`config.mk`:
```
export PLATFORM = sky130hd
export DESIGN_NAME = wb_ledwalker_multi
export DESIGN_NICKNAME = d
export VERILOG_FILES = /design/src/rtl/wb_ledwalker_multi.sv
export SDC_FILE = /design/constraint.sdc
export NUM_CORES = 1
export LEC_CHECK = 0
export ABC_CLOCK_PERIOD_IN_PS = 3500
export CAP_MARGIN = 20
export CORE_ASPECT_RATIO = 0.6
export CORE_UTILIZATION = 49
export DETAILED_ROUTE_END_ITERATION = 7
export GPL_TIMING_DRIVEN = 0
export PLACE_DENSITY = 0.73
export SLEW_MARGIN = 20
export SYNTH_ARGS = -nofsm -noshare
export SYNTH_HDL_FRONTEND = slang
export SYNTH_SLANG_ARGS = --single-unit
```
`constraint.sdc`:
```
create_clock -name i_clk -period 3.5 [get_ports i_clk]
set_input_delay 0.35 -clock i_clk [delete_from_list [all_inputs] [get_ports i_clk]]
set_output_delay 0.35 -clock i_clk [all_outputs]
set_load 0.1 [all_outputs]
```
`src/rtl/wb_ledwalker_multi.sv`:
```
// Pipelined-Wishbone LED walker: a one-hot light steps across NLEDS outputs
// in bounce, up-only or down-only passes, with a programmable step rate, a repeat count and an abort.
module wb_ledwalker_multi #(
    parameter int NLEDS   = 8,
    parameter int CLK_DIV = 1
) (
    input  logic             i_clk,
    input  logic             i_reset,
    input  logic             i_wb_cyc,
    input  logic             i_wb_stb,
    input  logic             i_wb_we,
    input  logic [1:0]       i_wb_addr,
    input  logic [31:0]      i_wb_data,
    output logic             o_wb_stall,
    output logic             o_wb_ack,
    output logic [31:0]      o_wb_data,
    output logic [NLEDS-1:0] o_led,
    output logic             o_busy
);

    localparam logic [0:0]  S_IDLE  = 1'b0;
    localparam logic [0:0]  S_RUN   = 1'b1;
    localparam logic [9:0]  N       = 10'(NLEDS);
    localparam logic [15:0] DIV_RST = 16'(CLK_DIV - 1);

    localparam logic [1:0] A_CTRL   = 2'd0;
    localparam logic [1:0] A_DIV    = 2'd1;
    localparam logic [1:0] A_STATUS = 2'd2;
    localparam logic [1:0] A_ABORT  = 2'd3;

    logic [0:0]  state;
    logic [31:0] ctrl;
    logic [15:0] div;
    logic [15:0] run_div;
    logic [15:0] div_cnt;
    logic [1:0]  run_mode;
    logic [7:0]  run_reps;
    logic [7:0]  pass;
    logic [9:0]  pos;
    logic [9:0]  last_pos;
    logic [9:0]  led_idx;
    logic        accept;
    logic        ctrl_wr;
    logic        abort_wr;
    logic        step_tick;

    assign o_busy     = (state == S_RUN);
    // Only a new walk request has to wait; everything else is serviced immediately.
    assign o_wb_stall = o_busy && i_wb_we && (i_wb_addr == A_CTRL);
    assign accept     = i_wb_stb && !o_wb_stall;
    assign ctrl_wr    = accept && i_wb_we && (i_wb_addr == A_CTRL);
    assign abort_wr   = accept && i_wb_we && (i_wb_addr == A_ABORT);
    assign step_tick  = (div_cnt == run_div);

    // pos counts steps within a pass; the LED index is derived from it per mode.
    // NOTE: every output of a combinational block is given a value on every path, so no latch is inferred.
    always_comb begin
        last_pos = 10'd2 * N - 10'd2;
        led_idx  = pos;
        case (run_mode)
            2'd1: begin
                last_pos = N - 10'd1;
                led_idx  = pos;
            end
            2'd2: begin
                last_pos = N - 10'd1;
                led_idx  = N - 10'd1 - pos;
            end
            default: begin
                led_idx = (pos < N) ? pos : (10'd2 * N - 10'd2 - pos);
            end
        endcase
    end

    assign o_led = o_busy ? ({{(NLEDS-1){1'b0}}, 1'b1} << led_idx) : '0;

    // NOTE: sequential state uses non-blocking assignments so every register samples pre-edge values.
    always_ff @(posedge i_clk) begin
        if (i_reset) begin
            state    <= S_IDLE;
            ctrl     <= '0;
            div      <= DIV_RST;
            run_div  <= '0;
            div_cnt  <= '0;
            run_mode <= '0;
            run_reps <= '0;
            pass     <= '0;
            pos      <= '0;
        end else begin
            if (accept && i_wb_we) begin
                case (i_wb_addr)
                    A_CTRL:  ctrl <= i_wb_data;
                    A_DIV:   div  <= i_wb_data[15:0];
                    default: ;
                endcase
            end

            if (ctrl_wr) begin
                state    <= S_RUN;
                run_mode <= i_wb_data[1:0];
                run_reps <= i_wb_data[15:8];
                run_div  <= div;
                div_cnt  <= '0;
                pos      <= '0;
                pass     <= '0;
            end else if (abort_wr) begin
                state <= S_IDLE;
            end else if (o_busy) begin
                if (step_tick) begin
                    div_cnt <= '0;
                    if (pos == last_pos) begin
                        if (pass == run_reps) begin
                            state <= S_IDLE;
                        end else begin
                            pos  <= '0;
                            pass <= pass + 8'd1;
                        end
                    end else begin
                        pos <= pos + 10'd1;
                    end
                end else begin
                    div_cnt <= div_cnt + 16'd1;
                end
            end
        end
    end

    // Ack and read data are registered together; data is zero on cycles without a read ack.
    always_ff @(posedge i_clk) begin
        if (i_reset) begin
            o_wb_ack  <= 1'b0;
            o_wb_data <= '0;
        end else begin
            o_wb_ack  <= accept && i_wb_cyc;
            o_wb_data <= '0;
            if (accept && i_wb_cyc && !i_wb_we) begin
                case (i_wb_addr)
                    A_CTRL:   o_wb_data <= ctrl;
                    A_DIV:    o_wb_data <= {16'd0, div};
                    A_STATUS: o_wb_data <= {o_busy, 7'd0, pass, 8'd0, pos[7:0]};
                    default:  o_wb_data <= '0;
                endcase
            end
        end
    end

endmodule

```
; After elaboration in Yosys (flattened, before gate mapping)
; Cells that the tools add are included.
[word_totals]
input_bits = 39
register_bits = 142
wordCells = 63
[classes]
n_addsub = 5
n_bitwise = 3
n_mux = 14
order_cmp = 1
shifts = 1
n_eq_ne = 9
n_reduce_logical = 19
[ops]
columns = cell, count
row1 = 32-bit one-hot mux with 3 select lines, 1
row2 = 10-bit two-way mux, 3
row3 = 10-bit one-hot mux with 2 select lines, 1
row4 = "16-bit by 1-bit adder with 16-bit output, second input constant", 1
row5 = 16-bit equality test, 1
row6 = 16-bit two-way mux, 1
row7 = "10-bit by 1-bit adder with 10-bit output, second input constant", 1
row8 = 10-bit equality test, 1
row9 = "10-bit by 4-bit less-than comparator with 1-bit output, second input constant", 1
row10 = "1-bit by 10-bit left shift with 8-bit output, first input constant", 1
row11 = "3-bit by 10-bit subtractor with 10-bit output, first input constant", 1
row12 = "4-bit by 10-bit subtractor with 10-bit output, first input constant", 1
row13 = "8-bit by 1-bit adder with 8-bit output, second input constant", 1
row14 = 8-bit equality test, 1
row15 = 1-bit logical AND, 8
row16 = 8-bit two-way mux, 1
row17 = "2-bit equality test, second input constant", 3
row18 = 1-bit two-way mux, 6
row19 = 2-bit AND reduction, 3
row20 = 2-bit OR reduction, 3
row21 = 5-bit AND reduction, 1
row22 = "2-bit by 1-bit equality test with 1-bit output, second input constant", 2
row23 = 4-bit two-way mux, 1
row24 = 4-bit AND reduction, 1
row25 = 4 further kinds, 7

; Longest topological paths before layout
[logic_depth]
ltp_word = 9
ltp_mapped = 10

; Worst setup path before layout
; No wires, ideal clock.
[synth_timing]
path_kind = register to output
from = reg pos[8]
to = out o_led[5]
stages_incl_launch_ff = 8
t_arrival_ns = 4.659
setup_slack_ns = -1.509
path_buffers = 1
cell_sequence = dfxtp_1 > buf_4 > or4_4 > o31a_1 > and2_1 > o21ai_0 > o31ai_1 > nor4_1
[synth_between]
elab_chain_cells = 5
elab_cells_between_ends = 7
[synth_lines]
columns = element, line_no
row1 = "start, declared", 39  ; logic [9:0] pos;
row2 = "start signal, assigned", 119  ; pos <= pos + 10'd1;
row3 = 4-bit by 10-bit subtractor with 10-bit output or 10-bit by 4-bit less-than comparator with 1-bit output (tied branches), 70  ; led_idx = (pos < N) ? pos : (10'd2 * N - 10'd2 - pos);
row4 = 10-bit two-way mux, 70
row5 = 10-bit one-hot mux with 2 select lines (*), 60  ; case (run_mode)
row6 = 1-bit by 10-bit left shift with 8-bit output (*), 75  ; assign o_led = o_busy ? ({{(NLEDS-1){1'b0}}, 1'b1} << led_idx) : '0;
row7 = 8-bit two-way mux (*), 75
row8 = "end, declared", 17  ; output logic [NLEDS-1:0] o_led,
; Every way passes the cells marked *; elsewhere a longest branch is shown, timed or not.

; Worst setup path in the final report
[layout_timing]
from = reg pos[3]
to = out o_led[3]
; The elaborated chain is that of the path after synthesis.

==> impl_metrics.csv <==
group,metric,value,unit
outcome,status,"completed",
drt,drtIter0Drc,454,
synth,syn_avg_cell_area,8.17,µm²
critical_path,path_cells,"buf_2 > inv_2 > ha_2 > nor3b_4 > a211oi_1 > nor4_1 > o2111ai_2 > buf_4 > buf_4 > nor4_2 > buf_6",
sta,setup_slack,0.0567,ns
cts,htree_num_levels,4,
critical_path,crit_type,"flip-flop to output pin",
power,p_total,3670,µW
die,core_area,11500,µm²
placement,dp_hpwl,11900,µm
drt,vias,5543,
cts,clk_latency,0.42,ns
die,io_pins,82,
critical_path,cp-end-kind,"output pin",
critical_path,worstPathRequired,3.15,ns
die,initial_core_util,51.0,%
cts,cts.sinks,132,
synth,ys_seq_area_share,45.1,%
synth,synth_edf_count,0,
worst_hold_path,hold_path.class,"flip-flop to flip-flop",
drt,drcViolationCount,0,
synth,synth_nets,764,
finish,antennaDiodeCount,0,
global_route,grt_remaining_overflow,0,
sta,max_freq,0.290,GHz
global_route,grt_pass1_wl,26300,µm
sta,finalHoldWorstSlack,0.450,ns
sta,rsz0062_at_grt,"yes",
finish,synthToLayoutAreaGrowth,30.7,%
power,p_leak,0.00271,µW
die,fp.dieH,86.7,µm
die,std_cell_rows,30,
drt,vias_per_cell,5.58,
critical_path,worstPathMaxFanout,10,
cts,clockRootBuffer,"clkbuf_16",
critical_path,cp_slowest_cell,"dfxtp_1",
drt,firstDrtPassIters,5,
critical_path,crit_path_start_kind,"flip-flop",
run,cap_violations,0,
placement,port_buffers,80,
cts,cts_tree,"yes",
finish,finalNetCount,868,
global_route,grt_pass1_vias,5223,
die,dieArea,12400,µm²
synth,synthArstFlopShare,0,%
synth,postSynthCellCount,717,
drt,wl,16400,µm
synth,yosys_warnings,0,
synth,ys_ff_latch,132,
critical_path,critPathMostFrequentCell,"buf_4",
sta,period_share,98.4,%
finish,fillers,942,
finish,final_common_cell,"nand2_1",
global_route,grt_max_degree,17,
critical_path,slowest_delay,0.34,ns
die,die_x,143,µm
synth,synth_area,5860,µm²
sta,skew,0.00911,ns
sta,setup-violations-final,0,
finish,layout_common_cells,"150 x nand2_1, 131 x dfxtp_1, 87 x a21oi_1",
sta,period_minus_slack,3.44,ns
power,ir_worst_vdd,0.000394,V
drt,ant_nets,0,
cts,cts_buffers,17,
drt,post_drt_wl_per_cell,16.5,µm
finish,design_area,7660,µm²
placement,place_area,6920,µm²
finish,drive_gt1_share,9.83,%
cts,path_clk_slew,0.06,ns
synth,ys.flop_type,"dfxtp_1",
placement,place_ws,-0.790,ns
cts,clk_path_buf_depth,2,
sta,drv_slew,0,
global_route,grt_use_total,27.9,%
synth,yosysUniqueCellTypes,54,
global_route,grt_antenna_before_repair,0,
sta,finalHoldViolations,0,
sta,worstMarginPinSlew,0.981,ns
sta,slew_headroom,34.4,%
power,cellPowerDensity,480,nW/µm²
placement,globalplace.congestion,0.960,
critical_path,critPathArrivalTime,3.09,ns
-- final timing paths --
check	startpoint	endpoint	slack, ns	depth (start not counted)
worst min-delay path	ctrl[24]	ctrl[24]	0.45	2
worst max-delay path	pos[3]	o_led[3]	0.06	11
worst max register to register	ctrl[0]	pos[9]	0.51	9
worst min register to register	ctrl[24]	ctrl[24]	0.45	2
-- cells in the mapped netlist, types with 13 or more instances --
cell,instances,area share [%]
dfxtp_1,132,45
xnor2_1,30,4.5
nand3_1,13,1.1
o21ai_0,13,1.1
mux2i_1,28,4.8
nand2_1,150,9.6
xor2_1,19,2.8
nand4_1,15,1.6
nor2_1,69,4.4
a21oi_1,87,7.4
clkbuf_1,39,2.5
-- final cells by class --
cell class | instances | area [µm²] | area share (%)
plain buffers | 45 | 186 | 2.43
clock buffers | 18 | 439 | 5.74
clock inverters | 14 | 200 | 2.61
inverters | 11 | 41.3 | 0.539
multi-input cells | 529 | 3090 | 40.3
flip-flops and latches | 132 | 2640 | 34.5
well taps | 160 | 200 | 2.61
repair buffers | 85 | 857 | 11.2
-- stage by stage --
step                      util [%]  setup TNS (ns)  instances
after floorplan                  -           -2.15        717
after global placement        60.3           -3.92        957
after detailed placement      60.3           -4.84        957
after CTS                     66.2               0        991
after global routing          66.7         -0.0558        994
final                         66.7               0        994
-- routing by layer --
layer  up-vias  share of wire (%)  track usage [%]
met1      2623                 47             38.7
met5         -                  0                0
met4         0                2.0             11.2
met2       243                 43             42.7
met3        30                7.9             5.58
li1       2647                  -                -
-- worst max-delay path, delay by kind of cell (launching register included) --
kind	cells	cell delay, ns
buf+inv	5	0.91
simple gates	3	0.88
compound gates	2	0.31
flops	1	0.34
fa+ha+maj	1	0.23
-- state kept, by name (all words and copies together) (netlist names) --
register,flops
run_div,16
ctrl,32
div_cnt,16
pos,10
o_busy,1
div,16
o_wb_ack,1
pass,8
o_wb_data,32
-- where the power goes --
| group | leakage [µW] | internal (µW) | switching (µW) |
|---|---|---|---|
| Sequential | 0.00107 | 1520 | 12.3 |
| Clock | 0.000316 | 1220 | 709 |
| Combinational | 0.00133 | 84.9 | 129 |
-- cells by family after synthesis --
logic type               synth area share [%]
AO/OA/AOI/OAI                            12.4
XOR/XNOR                                 7.32
adder cells (fa/ha/maj)                  1.71
buffers and inverters                    3.82
flip-flops                               45.1
multiplexers                             4.98
AND/OR/NAND/NOR                          24.7
-- repair_timing --
item                                    CTS  global route
pin swaps                                 1             4
gates resized for setup                  62            17
endpoints found under the setup margin    8             8
hold buffers                              0             0
buffers inserted                          2             3
Power figures use the tool's default switching activity.
